==> config.mk <==
export PLATFORM = sky130hd
export DESIGN_NAME = mycpu_div
export DESIGN_NICKNAME = d
export VERILOG_FILES = /design/src/rtl/mycpu_div.sv
export SDC_FILE = /design/constraint.sdc
export NUM_CORES = 1
export LEC_CHECK = 0
export CAP_MARGIN = 20
export CELL_PAD_IN_SITES_DETAIL_PLACEMENT = 0
export CELL_PAD_IN_SITES_GLOBAL_PLACEMENT = 1
export CORE_AREA = 2 2 175 177
export CTS_BUF_LIST = sky130_fd_sc_hd__clkbuf_16
export CTS_CLUSTER_SIZE = 12
export DETAILED_ROUTE_END_ITERATION = 6
export DIE_AREA = 0 0 177 179
export MAX_ROUTING_LAYER = met4
export PLACE_DENSITY_LB_ADDON = 0.1
export REMOVE_ABC_BUFFERS = 1
export SYNTH_ARGS = -nofsm -noshare
export SYNTH_HDL_FRONTEND = slang
export SYNTH_SLANG_ARGS = --single-unit
==> constraint.sdc <==
create_clock -name clk -period 12.3 [get_ports clk]
set_clock_uncertainty 0.1 [all_clocks]
set_input_delay 1.845 -clock clk [delete_from_list [all_inputs] [get_ports clk]]
set_output_delay 1.845 -clock clk [all_outputs]
set_load 0.005 [all_outputs]
==> src/rtl/mycpu_div.sv <==
// ============================================================================
// Module   : mycpu_div
// Purpose  : Iterative 32-bit radix-2 restoring divider (DIV/DIVU) for EX.
//            Optional macro MYCPU_DIV_ZERO_FAST_EN: zero divisor skips iterations.
// Revision : 1.0 - initial release
// ============================================================================
`default_nettype none

module mycpu_div (
    input  logic        clk,
    input  logic        resetn,
    input  logic        div_start,
    input  logic        div_signed,
    input  logic [31:0] div_a,
    input  logic [31:0] div_b,
    input  logic        div_ack,
    input  logic        div_cancel,
    output logic        div_stop,
    output logic        div_done,
    output logic [31:0] div_q,
    output logic [31:0] div_r,
    output logic        div_busy
);

    typedef enum logic [1:0] {
        S_IDLE = 2'd0,
        S_BUSY = 2'd1,
        S_DONE = 2'd2
    } state_t;

    state_t      state;
    state_t      state_nxt;
    logic [4:0]  cnt;
    logic [63:0] prem;
    logic [31:0] abs_b;
    logic [31:0] raw_a;
    logic        q_neg;
    logic        r_neg;
    logic        b_zero;

    logic        accept;
    logic        zero_fast;
    logic [31:0] abs_a;
    logic [31:0] abs_b_in;
    logic [32:0] diff;
    logic [63:0] prem_nxt;
    logic [31:0] q_raw;
    logic [31:0] r_raw;

    assign abs_a    = (div_signed && div_a[31]) ? (32'd0 - div_a) : div_a;
    assign abs_b_in = (div_signed && div_b[31]) ? (32'd0 - div_b) : div_b;

    // Top 33 bits of the shifted partial remainder against the divisor;
    // bit 32 of the difference is the borrow.
    assign diff     = prem[63:31] - {1'b0, abs_b};
    assign prem_nxt = diff[32] ? {prem[62:0], 1'b0}
                               : {diff[31:0], prem[30:0], 1'b1};
    assign q_raw    = prem_nxt[31:0];
    assign r_raw    = prem_nxt[63:32];

    always_comb begin
        state_nxt = state;
        accept    = 1'b0;
        zero_fast = 1'b0;
        if (div_cancel) begin
            state_nxt = S_IDLE;
        end else begin
            case (state)
                S_IDLE: begin
                    if (div_start) begin
                        accept = 1'b1;
`ifdef MYCPU_DIV_ZERO_FAST_EN
                        if (div_b == 32'd0) begin
                            zero_fast = 1'b1;
                            state_nxt = S_DONE;
                        end else begin
                            state_nxt = S_BUSY;
                        end
`else
                        state_nxt = S_BUSY;
`endif
                    end
                end
                S_BUSY: begin
                    if (cnt == 5'd31) state_nxt = S_DONE;
                end
                S_DONE: begin
                    if (div_ack) state_nxt = S_IDLE;
                end
                default: state_nxt = S_IDLE;
            endcase
        end
    end

    always_ff @(posedge clk or negedge resetn) begin
        if (!resetn) state <= S_IDLE;
        else         state <= state_nxt;
    end

    always_ff @(posedge clk or negedge resetn) begin
        if (!resetn) begin
            cnt    <= 5'd0;
            prem   <= 64'd0;
            abs_b  <= 32'd0;
            raw_a  <= 32'd0;
            q_neg  <= 1'b0;
            r_neg  <= 1'b0;
            b_zero <= 1'b0;
            div_q  <= 32'd0;
            div_r  <= 32'd0;
        end else if (accept) begin
            cnt    <= 5'd0;
            prem   <= {32'd0, abs_a};
            abs_b  <= abs_b_in;
            raw_a  <= div_a;
            q_neg  <= div_signed & (div_a[31] ^ div_b[31]);
            r_neg  <= div_signed & div_a[31];
            b_zero <= (div_b == 32'd0);
            if (zero_fast) begin
                div_q <= 32'hFFFF_FFFF;
                div_r <= div_a;
            end
        end else if (state == S_BUSY && !div_cancel) begin
            prem <= prem_nxt;
            cnt  <= cnt + 5'd1;
            if (cnt == 5'd31) begin
                div_q <= b_zero ? 32'hFFFF_FFFF : (q_neg ? (32'd0 - q_raw) : q_raw);
                div_r <= b_zero ? raw_a         : (r_neg ? (32'd0 - r_raw) : r_raw);
            end
        end
    end

    // Gated by resetn so the stall request also drops during reset.
    assign div_stop = resetn & ~div_cancel &
                      (((state == S_IDLE) & div_start) | (state == S_BUSY));
    assign div_done = (state == S_DONE);
    assign div_busy = (state == S_BUSY);

endmodule

`default_nettype wire

==> qor.yml <==
synth_seq_cells: 202
finish.utilization: 0.535
grt_max_degree: 80
antenna_found_initial: 0
die_height_um: 179
synth_common_cells: "302 x nand2_1, 202 x dfrtp_1, 151 x nor2_1"
slew_violations: 0
max_freq_ghz: 0.167
cts_setup_buffers: 0
grt_usage: 0.269
synth_cell_type_count: 86
path_cells: "ha_1 > and2_1 > and4b_1 > o21ai_1 > a31oi_1 > o21a_4 > nor3_4 > buf_4 > nor2_8 > inv_2 > buf_4 > mux2i_1 > ha_1 > nand2_1 > nor4_1 > and2_1 > and4_1 > o22ai_2 > o41ai_2 > xnor2_1 > a21oi_1"
ys_async_sr_fraction: 1.00
setup_violations: 0
area_delta_synth_final_pct: 16.3
cts_tree: "done"
cp_num_buf_inv: 3
synth_top_family_by_area: "simple AND/OR/NAND/NOR gates"
io_pins: 137
arrival_ps: 6270
syn_inst: 1730
critPathSlowestCell: "ha_1"
num_antenna_cells: 0
numCtsBuffers: 24
synth_area_um2: 13800
tightest_slew_ps: 1020
yosysMostFrequentCell: "nand2_1"
vdd_drop_max_mv: 0.145
vias_per_cell: 5.84
muxShareOfSynthArea: 0.0177
insertion_delay_ps: 530
seq_area_frac_synth: 0.366
critPathCaptureType: "register"
critPathKind: "reg -> reg"
overflow: 0
drtPass1Iterations: 5
max_stage_delay_ps: 460
fin_nets: 1918
outcome: "finished clean"
ant_nets: 0
grt_first_pass_wirelength_um: 66500
crit_path_max_fanout: 35
io_buffers: 136
p_per_area_nw_per_um2: 239
die_w_um: 177
drt-initial-drc-count: 931
wire_per_inst_um: 18.5
rows: 64
worstPathRequired_ps: 12600
cts_resized: 0
synthSimpleGateAreaFrac: 0.230
synth_edf_count: 0
fin_crit_ps: 5980
synth_compound_area_frac: 0.223
drc: 0
cts_root_buf: "clkbuf_16"
min_path_type: "reg -> reg"
synth_xor_xnor_area_share: 0.0779
core_area_um2: 30000
yosysWarnings: 0
synth_top_cell_by_area: "dfrtp_1"
relSlewSlack: 0.318
synth_ff_type: "dfrtp_1"
die-area_um2: 31700
start_util: 0.460
critPathTopFamily: "simple AND/OR/NAND/NOR gates"
p_leak_uw: 0.00693
nFillCells: 2978
clk_pin_slew_worst_paths_ps: 60
hpwl_um: 29900
final-hold-violation-count: 0
place_congestion: 0.897
start_kind: "register"
tns_ps: 0
synth_top_area_frac: 0.366
htree_num_levels: 1
synthAdderAreaFrac: 0.0358
totalWireLength_um: 41100
cts_max_path_buffers: 3
cts_sinks: 202
max-cap-violations: 0
drive_gt1_frac: 0.0433
period_share: 0.486
hold_buffers: 0
rsz0062_at_grt: "false"
synth_area_per_cell_um2: 7.99
grt_pass1_vias: 12600
vias: 13000
synth_area_leaders: "dfrtp_1 37%, nand2_1 8.2%, a21oi_1 5.0%"
## report_power, final
| group | leakage [µW] | switching, µW | internal (µW) |
|---|---|---|---|
| Clock | 0.000377 | 286 | 383 |
| Sequential | 0.00263 | 142 | 776 |
| Combinational | 0.00393 | 1410 | 840 |
## routing by layer
metal	global-route usage	vias to the layer above	wire length, µm
met1	0.367	6300	19000
li1	-	6283	-
met4	0.0754	0	1080
met3	0.0233	70	1780
met5	-	-	0
met2	0.432	316	19200
## cell type report
cell class	count	area (µm²)	share of cell area
Clock buffer	25	626	0.0389
Sequential cell	202	5050	0.315
Tap cell	396	495	0.0308
Clock inverter	15	88.8	0.00553
Inverter	58	218	0.0135
Timing Repair Buffer	151	1480	0.0919
Multi-Input combinational cell	1372	8110	0.505
## state kept, by name (all words and copies together), names as in the netlist
name / flops
abs_b: 32
b_zero: 1
cnt: 5
div_q: 32
div_r: 32
prem: 64
q_neg: 1
r_neg: 1
raw_a: 32
state: 2
## placed cells by master, fill, tap and decap left out, drive strengths merged, types with 7 or more instances in the layout
| cell type | instances |
|---|---|
| ha | 38 |
| buf | 15 |
| nor3 | 49 |
| a211oi | 17 |
| xor2 | 62 |
| o21ai | 150 |
| nand2 | 302 |
| or2 | 8 |
| inv | 65 |
| o31ai | 25 |
| a21o | 17 |
| or4 | 10 |
| or3 | 22 |
| nand4 | 13 |
| xnor2 | 61 |
| a21boi | 7 |
| o41ai | 11 |
| nand2b | 14 |
| nor4 | 14 |
| and2 | 22 |
| nor2 | 152 |
| o21bai | 10 |
| clkbuf | 26 |
| o21a | 10 |
| dfrtp | 202 |
| a21oi | 142 |
| nand3 | 32 |
| a31oi | 43 |
| and3 | 19 |
| mux2i | 20 |
| o211ai | 11 |
| nor3b | 7 |
| clkdlybuf4s50 | 135 |
## per-stage QoR
step / std cells / power [µW] / setup WS (ps) / hold WS, ps / area, µm²
global route: 2219 / 4160 / 5950 / 391 / 16100
CTS: 2219 / 3840 / 6440 / 375 / 16100
global placement: 2179 / 3140 / 6560 / 355 / 15400
floorplan: 1632 / 2530 / 3270 / 337 / 13400
detailed placement: 2179 / 3150 / 6450 / 360 / 15400
finish: 2219 / 3840 / 6320 / 373 / 16100
## cell families after synthesis
| family | Yosys count |
|---|---|
| AND/OR/NAND/NOR | 690 |
| adder cells (fa/ha/maj) | 39 |
| flip-flops | 202 |
| buffers and inverters | 156 |
| multiplexers | 24 |
| AO/OA/AOI/OAI | 496 |
| XOR/XNOR | 123 |
## worst paths after layout
path	start	to	slack, ps	cells after the start
max	prem[43]	div_r[30]	6320	21
min	raw_a[16]	raw_a[16]	370	2
max reg2reg	prem[43]	div_r[30]	6320	21
min reg2reg	raw_a[16]	raw_a[16]	370	2
max in group asynchronous	resetn	div_q[4]	9640	2
min in group asynchronous	resetn	abs_b[27]	1190	1
## worst reg2reg max path, cell delays in order (launching register included)
cell and delay [ps]:
dfrtp_1 450, ha_1 460, and2_1 360, and4b_1 250
o21ai_1 120, a31oi_1 450, o21a_4 240, nor3_4 50
buf_4 250, nor2_8 460, inv_2 50, buf_4 280
mux2i_1 330, ha_1 260, nand2_1 80, nor4_1 310
and2_1 240, and4_1 280, o22ai_2 200, o41ai_2 400
xnor2_1 170, a21oi_1 90
Note: power is estimated with default switching activity, not from simulation.
